## config.mk

```make
export PLATFORM = sky130hd
export DESIGN_NAME = ppu_vram_arbiter
export DESIGN_NICKNAME = d
export VERILOG_FILES = /design/src/rtl/ppu_mem_pkg.sv /design/src/rtl/ppu_cpu_req_slot.sv /design/src/rtl/ppu_vram_arbiter.sv
export SDC_FILE = /design/constraint.sdc
export NUM_CORES = 1
export LEC_CHECK = 0
export CELL_PAD_IN_SITES_DETAIL_PLACEMENT = 2
export CELL_PAD_IN_SITES_GLOBAL_PLACEMENT = 2
export CORE_MARGIN = 1
export CORE_UTILIZATION = 25
export CTS_BUF_LIST = sky130_fd_sc_hd__clkbuf_2
export CTS_CLUSTER_DIAMETER = 80
export DETAILED_ROUTE_END_ITERATION = 7
export GPL_ROUTABILITY_DRIVEN = 0
export GPL_TIMING_DRIVEN = 0
export PLACE_DENSITY_LB_ADDON = 0.2
export SLEW_MARGIN = 0
export SYNTH_ARGS = -nofsm -noshare
export SYNTH_HDL_FRONTEND = slang
export SYNTH_HIERARCHICAL = 1
export SYNTH_SLANG_ARGS = --single-unit
```

## constraint.sdc

```tcl
create_clock -name clk -period 2.07 [get_ports clk]
set_input_delay 0.414 -clock clk [delete_from_list [all_inputs] [get_ports clk]]
set_output_delay 0.414 -clock clk [all_outputs]
set_load 0.05 [all_outputs]
```

## src/rtl/ppu_mem_pkg.sv

```systemverilog
// ppu_mem_pkg: shared types and constants for the PPU memory port arbiter.
// Rev 1.0
`default_nettype none

package ppu_mem_pkg;

  localparam int PPU_ADDR_W = 14;
  localparam int PPU_DATA_W = 8;
  localparam logic [PPU_ADDR_W-1:0] PPU_NT_BASE = 14'h2000;

  typedef enum logic [1:0] {
    OWN_NONE = 2'd0,
    OWN_RND  = 2'd1,
    OWN_CPU  = 2'd2
  } owner_t;

  typedef enum logic [1:0] {
    SLOT_EMPTY   = 2'd0,
    SLOT_PEND    = 2'd1,
    SLOT_RD_WAIT = 2'd2
  } cpu_slot_t;

endpackage

`default_nettype wire

```

## src/rtl/ppu_cpu_req_slot.sv

```systemverilog
// ppu_cpu_req_slot: single-entry CPU request holder with starvation wait counter.
// Rev 1.0
`default_nettype none

module ppu_cpu_req_slot
  import ppu_mem_pkg::*;
#(
  parameter int ADDR_W   = PPU_ADDR_W,
  parameter int DATA_W   = PPU_DATA_W,
  parameter int MAX_WAIT = 8
) (
  input  logic              clk,
  input  logic              rst,
  input  logic              cpu_req,
  input  logic              cpu_we,
  input  logic [ADDR_W-1:0] cpu_addr,
  input  logic [DATA_W-1:0] cpu_wdata,
  input  logic              issue,
  input  logic              blocked,
  output logic              pend,
  output logic              busy,
  output logic              force_issue,
  output logic              we,
  output logic [ADDR_W-1:0] addr,
  output logic [DATA_W-1:0] wdata
);

  localparam int WAIT_W = $clog2(MAX_WAIT + 1);
  localparam logic [WAIT_W-1:0] WAIT_LIMIT = WAIT_W'(MAX_WAIT);

  cpu_slot_t         state_q;
  cpu_slot_t         state_d;
  logic [WAIT_W-1:0] wait_cnt;

  always_ff @(posedge clk) begin
    if (rst) state_q <= SLOT_EMPTY;
    else     state_q <= state_d;
  end

  always_comb begin
    state_d = state_q;
    case (state_q)
      SLOT_EMPTY:   if (cpu_req) state_d = SLOT_PEND;
      SLOT_PEND:    if (issue)   state_d = we ? SLOT_EMPTY : SLOT_RD_WAIT;
      SLOT_RD_WAIT: state_d = SLOT_EMPTY;
      default:      state_d = SLOT_EMPTY;
    endcase
  end

  // Requests arriving while the slot is occupied are dropped, not queued.
  always_ff @(posedge clk) begin
    if (rst) begin
      we    <= 1'b0;
      addr  <= '0;
      wdata <= '0;
    end else if (state_q == SLOT_EMPTY && cpu_req) begin
      we    <= cpu_we;
      addr  <= cpu_addr;
      wdata <= cpu_wdata;
    end
  end

  always_ff @(posedge clk) begin
    if (rst || issue) begin
      wait_cnt <= '0;
    end else if (state_q == SLOT_PEND && blocked && wait_cnt != WAIT_LIMIT) begin
      wait_cnt <= wait_cnt + 1'b1;
    end
  end

  assign pend        = (state_q == SLOT_PEND);
  assign busy        = (state_q != SLOT_EMPTY);
  assign force_issue = pend && (wait_cnt == WAIT_LIMIT);

endmodule

`default_nettype wire

```

## src/rtl/ppu_vram_arbiter.sv

```systemverilog
// ppu_vram_arbiter: shares the PPU memory port between renderer fetches and CPU PPUDATA.
// Rev 1.0
`default_nettype none

module ppu_vram_arbiter
  import ppu_mem_pkg::*;
#(
  parameter int ADDR_W   = PPU_ADDR_W,
  parameter int DATA_W   = PPU_DATA_W,
  parameter int MAX_WAIT = 8
) (
  input  logic              clk,
  input  logic              rst,
  input  logic              rnd_req,
  input  logic [ADDR_W-1:0] rnd_addr,
  output logic              rnd_gnt,
  output logic              rnd_rvalid,
  output logic [DATA_W-1:0] rnd_rdata,
  input  logic              cpu_req,
  input  logic              cpu_we,
  input  logic [ADDR_W-1:0] cpu_addr,
  input  logic [DATA_W-1:0] cpu_wdata,
  output logic              cpu_busy,
  output logic              cpu_done,
  output logic [DATA_W-1:0] cpu_rdata,
  output logic [ADDR_W-1:0] mem_addr,
  output logic              mem_wr,
  output logic [DATA_W-1:0] mem_wdata,
  input  logic [DATA_W-1:0] mem_q
);

  logic              slot_pend;
  logic              slot_force;
  logic              slot_we;
  logic [ADDR_W-1:0] slot_addr;
  logic [DATA_W-1:0] slot_wdata;
  logic              cpu_issue;
  logic              rnd_issue;
  logic              cpu_rd_done;
  owner_t            ret_tag;
  logic [ADDR_W-1:0] addr_hold;
  logic [DATA_W-1:0] rnd_rdata_hold;
  logic [DATA_W-1:0] cpu_rdata_hold;

  ppu_cpu_req_slot #(
    .ADDR_W  (ADDR_W),
    .DATA_W  (DATA_W),
    .MAX_WAIT(MAX_WAIT)
  ) u_slot (
    .clk        (clk),
    .rst        (rst),
    .cpu_req    (cpu_req),
    .cpu_we     (cpu_we),
    .cpu_addr   (cpu_addr),
    .cpu_wdata  (cpu_wdata),
    .issue      (cpu_issue),
    .blocked    (rnd_issue),
    .pend       (slot_pend),
    .busy       (cpu_busy),
    .force_issue(slot_force),
    .we         (slot_we),
    .addr       (slot_addr),
    .wdata      (slot_wdata)
  );

  // Renderer wins unless the CPU has been starved long enough to be forced.
  always_comb begin
    cpu_issue = 1'b0;
    rnd_issue = 1'b0;
    if (!rst) begin
      if (slot_force)     cpu_issue = 1'b1;
      else if (rnd_req)   rnd_issue = 1'b1;
      else if (slot_pend) cpu_issue = 1'b1;
    end
  end

  assign rnd_gnt   = rnd_issue;
  assign mem_addr  = cpu_issue ? slot_addr : (rnd_issue ? rnd_addr : addr_hold);
  assign mem_wr    = cpu_issue && slot_we;
  assign mem_wdata = mem_wr ? slot_wdata : '0;

  always_ff @(posedge clk) begin
    if (rst) begin
      ret_tag        <= OWN_NONE;
      addr_hold      <= '0;
      rnd_rdata_hold <= '0;
      cpu_rdata_hold <= '0;
    end else begin
      addr_hold <= mem_addr;
      if (rnd_issue)                  ret_tag <= OWN_RND;
      else if (cpu_issue && !slot_we) ret_tag <= OWN_CPU;
      else                            ret_tag <= OWN_NONE;
      if (ret_tag == OWN_RND) rnd_rdata_hold <= mem_q;
      if (ret_tag == OWN_CPU) cpu_rdata_hold <= mem_q;
    end
  end

  // A reset in the return cycle swallows the response.
  assign rnd_rvalid  = !rst && (ret_tag == OWN_RND);
  assign cpu_rd_done = !rst && (ret_tag == OWN_CPU);
  assign rnd_rdata   = rnd_rvalid  ? mem_q : rnd_rdata_hold;
  assign cpu_rdata   = cpu_rd_done ? mem_q : cpu_rdata_hold;
  assign cpu_done    = mem_wr || cpu_rd_done;

endmodule

`default_nettype wire

```

==> results.ini, run 1 <==
[placed_design]
dp_hpwl_mm = 6.672
dp.cells = 560
io_buffers = 91
post-place-ws_ns = -1.458

[sta]
hold_violations = 0
worst_slack_ns = -0.7886
whs_ns = 0.4769
fin_setup_tns_ns = -21.41
fmax_mhz = 349.8
fin_worst_skew_ns = 0.03048
fin_crit_sh_pct = 138.1
worst_slew_margin_rel_pct = 49.69
setup_viol = 46
fin_crit_ns = 2.859
tightest_slew_ns = 0.7546
slew_violations = 0
grt_setup_unrepaired = true

[floorplan]
core_area_mm2 = 0.01098
io_pins = 92
die_x_um = 109.0
chipHeight_um = 109.0
num_rows = 38
die-area_mm2 = 0.01189
start_util_pct = 26.08

[detailed_routing]
drtAntennaViolNets = 0
routed_via_density = 4.661
wl_mm = 11.91
num_vias = 2890
drc = 0
post_drt_wl_per_cell_um = 19.21
dr.pass1.iters = 4
drtIter0Drc = 71

[finish]
drive_gt1_share_pct = 45.42
mostFrequentLayoutCell = dfxtp_1
area_delta_synth_final_pct = 79.60
post-route-util_pct = 46.83
seq_area_mm2 = 0.001234
final_cell_mix = dfxtp_1, nand2_1, clkdlybuf4s50_1
nFillCells = 1156
antenna_cells = 0
multi_input_area_mm2 = 0.001819
final_cells = 620
final_net_count = 526

[synth]
ys_warn_count = 6
yosysSeqAreaShare_pct = 42.64
ys_types = 36
ys_ff_latch = 61
syn_nets = 380
postSynthAreaPerCell_um2 = 8.705
synth_edf_count = 0
syn_area_mm2 = 0.002864
synth_cells = 329
synthFlopType = dfxtp_1
async_flop_share_pct = 0

[grt]
grt_max_degree = 12
grt_use_total_pct = 19.63
grt_overflow = 0
grt_pass1_vias = 3160
antenna_found_initial = 0
grt_pass1_wl_mm = 17.29

[critical_path]
critPathKind = reg -> out
r2r-end = u_slot/wait_cnt[3]$_SDFFE_PP0P_
cp.arrival_ns = 2.44
cp-start-kind = flip-flop
end_kind = output pin
cp_max_fo = 10
crit_chain = inv_2 -> ha_4 -> nand3b_1 -> nor2_4 -> or3b_4 -> buf_2 -> nand2_1 -> and3_4 -> nor2_4 -> buf_8
reg2reg_from = u_slot/wait_cnt[1]$_SDFFE_PP0P_
required_ns = 1.66
path_delay_family = simple AND/OR/NAND/NOR gates
cpMostUsedCell = nor2_4
r2r.worst_path.cells = 11
crit_slowest_cell = or3b_4
max_stage_delay_ns = 0.41
crit_buf_inv = 3
rrSetupSlack_ns = -0.19

[power_and_ir_drop]
switchingPower_mw = 1.017
seqPwrFrac_pct = 40.2
pwr-share-clk_pct = 32.2
switching_share_pct = 31.98
combPwrFrac_pct = 27.6
powerDensity_mw_per_mm2 = 618.5
ir_drop_mv = 0.2630
p_int_mw = 2.164
leakage_nw = 2.129

[clock_tree]
cts_buffer_depth = 2
tritoncts = done
cts.clk_slew.worst_paths_ns = 0.23
clkSinkCount = 61
clk_latency_ns = 0.52
h-tree-depth = 3
cts_made_buffers = 9
cts_root_buf = clkbuf_2
cts-hold-fix-buffers = 0

[run_status]
status = finished with violations
violations = setup timing

[min_path]
hold_class = in -> reg
holdPathStages = 3
min_from = cpu_addr[11]
hold_path_end = u_slot/addr[11]$_SDFFE_PP0P_

[flow_run]
max_cap_viol_count = 0

power groups by stage:
stage	sequential, mW	clock, mW	combinational [mW]
after detailed placement	1.30	0	0.731
after floorplan	1.29	0	0.473
after global routing	1.29	1.10	0.930
after CTS	1.27	1.02	0.810
final	1.28	1.02	0.879
after global placement	1.29	0	0.717
metal layers:
metal	track usage [%]	wire length [um]
met2	35.58	6371
met4	6.950	216
met5	0	0
met1	23.07	4970
met3	3.288	352
worst max path at each step:
| stage | start | endpoint | slack [ns] | depth (start not counted) |
|---|---|---|---|---|
| floorplan | u_slot/wait_cnt[1]$_SDFFE_PP0P_ | mem_addr[0] | -0.16 | 10 |
| global placement | rnd_req | mem_addr[6] | -1.41 | 7 |
| detailed placement | rnd_req | mem_addr[6] | -1.46 | 7 |
| CTS | u_slot/wait_cnt[0]$_SDFFE_PP0P_ | mem_addr[4] | -0.79 | 10 |
| global route | u_slot/wait_cnt[0]$_SDFFE_PP0P_ | mem_addr[4] | -0.92 | 10 |
| finish | u_slot/wait_cnt[1]$_SDFFE_PP0P_ | mem_addr[4] | -0.79 | 10 |
cell usage after synthesis, drive strengths merged, types with 3 or more instances:
master	n	area, um^2
nand2	64	240.2
dfxtp	61	1221
nor2	49	198.9
mux2i	25	250.2
a21oi	21	105.1
mux2	16	180.2
and3	11	113.9
nor3	11	100.1
buf	10	91.33
clkbuf	9	35.03
inv	9	33.79
and2	8	50.05
o21ai	6	30.03
a22oi	4	30.03
nor2b	4	25.02
or2	4	25.03
nand2b	3	18.77
cells by family after synthesis:
family | after synthesis | share of synthesized area [%]
AOI/OAI and AO/OA | 34 | 6.553
muxes | 41 | 15.03
and+or+nand+nor | 163 | 29.31
buffers and inverters | 28 | 5.592
adders and majority gates | 2 | 0.8736
DFF | 61 | 42.64
per-stage QoR:
step / instance area, um^2 / power [mW]
2_1_floorplan: 3027 / 1.758
3_3_place_gp: 4113 / 2.009
3_5_place_dp: 4113 / 2.028
4_1_cts: 4881 / 3.108
5_1_grt: 5144 / 3.314
6_report: 5144 / 3.181
final cells by class:
type / instances / area share, %
plain buffers: 19 / 3.235
clock buffers: 9 / 0.8757
clock inverters: 7 / 2.214
inverters: 9 / 0.7541
multi-input cells: 240 / 35.37
flip-flops and latches: 61 / 23.98
well taps: 140 / 3.405
repair buffers: 135 / 30.16
flip-flops by register name, indices dropped and copies added, names as in the netlist, 2 cells and up:
name,cells
u_slot/wdata,8
u_slot/addr,14
cpu_rdata_hold,8
ret_tag,2
rnd_rdata_hold,8
u_slot/state_q,2
u_slot/wait_cnt,4
addr_hold,14
worst register-to-register path: stages, from the launching register on:
cell	delay, ns
dfxtp_2	0.38
inv_2	0.04
ha_4	0.14
nand3b_1	0.17
nor2_4	0.08
or3b_4	0.41
inv_4	0.11
clkbuf_16	0.15
buf_6	0.11
nand3b_1	0.12
or3_1	0.33
a21boi_1	0.15
what timing repair did:
item | 4_1_cts | 5_1_grt
resized for setup | 373 | 54
pin swaps | 21 | 10
setup endpoints to repair | 58 | 46
gates cloned | 1 | 2
buffers inserted | 49 | 14
No activity file was read; power rests on OpenSTA's default activity.
==> run 2: changes to the inputs <==
--- a/config.mk
+++ b/config.mk
@@ -8,7 +8,7 @@
 export CELL_PAD_IN_SITES_DETAIL_PLACEMENT = 2
 export CELL_PAD_IN_SITES_GLOBAL_PLACEMENT = 2
 export CORE_MARGIN = 1
-export CORE_UTILIZATION = 25
+export CORE_UTILIZATION = 26
 export CTS_BUF_LIST = sky130_fd_sc_hd__clkbuf_2
 export CTS_CLUSTER_DIAMETER = 80
 export DETAILED_ROUTE_END_ITERATION = 7
@@ -18,5 +18,4 @@
 export SLEW_MARGIN = 0
 export SYNTH_ARGS = -nofsm -noshare
 export SYNTH_HDL_FRONTEND = slang
-export SYNTH_HIERARCHICAL = 1
 export SYNTH_SLANG_ARGS = --single-unit
==> run 2 against run 1 <==
The run still ends with setup timing left. Utilization shrank 0.79 points. Critical path depth shrank 3. Non-clock buffer count shrank 3. Final area grew 9.3%. Register-to-register slack gained 0.43 ns. Total power shrank 1.2%.
==> results.ini, run 2 <==
[power_and_ir_drop]
totalPowerFinal_mw = 3.142
ir_drop_mv = 0.3196
powerDensity_mw_per_mm2 = 558.8
leakage_nw = 2.060

[critical_path]
cp-start-kind = input pin
required_ns = 1.66
end_kind = output pin
cp.arrival_ns = 2.20
critPathKind = in -> out
cp_max_fo = 10

[finish]
area_delta_synth_final_pct = 69.46
antenna_cells = 0
reg_top3 = addr_hold: 14 flops, u_slot.addr: 14 flops
drive_gt1_share_pct = 38.17
mostFrequentLayoutCell = dfxtp_1
final_cell_mix = dfxtp_1, clkdlybuf4s50_1, nor2_1
final_area_mm2 = 0.005623
final_net_count = 549

[clock_tree]
cts_made_buffers = 9
cts_root_buf = clkbuf_2
cts.clk_slew.worst_paths_ns = 0.18
clk_latency_ns = 0.55
cts_buffer_depth = 2
tritoncts = done
clkSinkCount = 61
h-tree-depth = 3

[placed_design]
dp_hpwl_mm = 8.261
post-place-ws_ns = -1.269
dpl_cell_area_mm2 = 0.004659
io_buffers = 91

[detailed_routing]
wl_mm = 12.54
post_drt_wl_per_cell_um = 18.68
drtIter0Drc = 95
dr.pass1.iters = 4
num_vias = 3234
drc = 0
drtAntennaViolNets = 0
routed_via_density = 4.820

[sta]
fin_worst_skew_ns = 0.01753
hold_violations = 0
worst_slack_ns = -0.5413
fmax_mhz = 383.0
tightest_slew_ns = 0.8195
setup_viol = 41
whs_ns = 0.4577
worst_slew_margin_rel_pct = 45.37
fin_crit_ns = 2.611
slew_violations = 0
fin_crit_sh_pct = 126.1
grt_setup_unrepaired = true

[synth]
synth.top_cells.by_count = dfxtp_1, nor2_1, nand2_1
yosysSeqAreaShare_pct = 36.80
synth_cells = 367
synth_edf_count = 0
async_flop_share_pct = 0
ys_ff_latch = 61
synthFlopType = dfxtp_1
yosysMostFrequentCell = dfxtp_1
syn_nets = 418
ys_types = 37
synth_top_area_cell = dfxtp_1
synth_top_area_share_pct = 36.80
ys_warn_count = 0
postSynthAreaPerCell_um2 = 9.041
synth_area_leaders = dfxtp_1, a2111oi_2, mux2i_1
syn_area_mm2 = 0.003318

[grt]
grt_max_degree = 11
grt_overflow = 0
grt_pass1_wl_mm = 19.59
grt_use_total_pct = 19.85
grt_pass1_vias = 3648
antenna_found_initial = 0

[floorplan]
num_rows = 40
die_x_um = 115.0
chipHeight_um = 115.0
die-area_mm2 = 0.01322
io_pins = 92
core_area_mm2 = 0.01221
start_util_pct = 27.17

[run_status]
violations = setup timing
status = finished with violations

[flow_run]
max_cap_viol_count = 0

[min_path]
hold_class = in -> reg

run 2: worst max-delay path, cell delays in order:
cell and delay, ns:
clkdlybuf4s50_1 0.56, buf_8 0.16, buf_4 0.19, nor2_1 0.06
o21a_1 0.22, a2111oi_4 0.36, buf_6 0.22
run 2: worst paths after layout:
path | start | to | slack (ns) | depth (start not counted)
hold reg to reg | cpu_rdata_hold[5]$_SDFFE_PP0N_ | cpu_rdata_hold[5]$_SDFFE_PP0N_ | 0.47 | 2
hold / removal | cpu_addr[5] | u_slot.addr[5]$_SDFFE_PP0P_ | 0.46 | 3
setup reg to reg | u_slot.wait_cnt[0]$_SDFFE_PP0P_ | addr_hold[13]$_SDFF_PP0_ | 0.24 | 8
setup / recovery | rnd_req | mem_addr[10] | -0.54 | 7
run 2: kinds of logic after synthesis:
family / count (synthesis) / share of synthesized area, %
adder cells (fa/ha/maj): 2 / 0.7540
AND/OR/NAND/NOR: 147 / 23.27
multiplexers: 39 / 12.37
AO/OA/AOI/OAI: 70 / 19.61
buffers and inverters: 48 / 7.202
flip-flops: 61 / 36.80
run 2: per-layer routing:
metal | track usage, % | part of all wire [%] | vias up
met4 | 5.195 | 0.85 | 0
met1 | 23.78 | 42 | 1608
met3 | 5.271 | 4.3 | 7
met2 | 35.02 | 53 | 65
met5 | 0 | 0 | -
li1 | - | - | 1554
run 2: layout make-up:
class | instances | area [um^2]
clock buffer | 10 | 50.05
multi-input combinational | 258 | 2345
inverter | 17 | 63.81
clock inverter | 6 | 53.80
tap | 168 | 210.2
buffer | 29 | 239.0
fill | 1298 | 6589
sequential | 61 | 1231
timing repair buffer | 122 | 1430
run 2: report_power, final:
part / internal [mW] / switching, mW / total [mW]
Combinational: 0.490 / 0.609 / 1.10
Clock: 0.270 / 0.475 / 0.745
Sequential: 1.25 / 0.0472 / 1.30
run 2: through the flow:
stage	instances	setup TNS (ns)	util, %
finish	671	-14.57	46.05
floorplan	367	-1.298	-
CTS	660	-16.85	43.62
global route	671	-19.81	46.05
detailed placement	626	-53.75	38.16
global placement	626	-52.59	38.16
run 2: repair_timing:
item | 4_1_cts | 5_1_grt
cloned | 3 | 0
pin swaps | 13 | 9
setup endpoints to repair | 43 | 43
setup buffers | 17 | 11
gates resized for setup | 374 | 50
hold buffers | 0 | 0
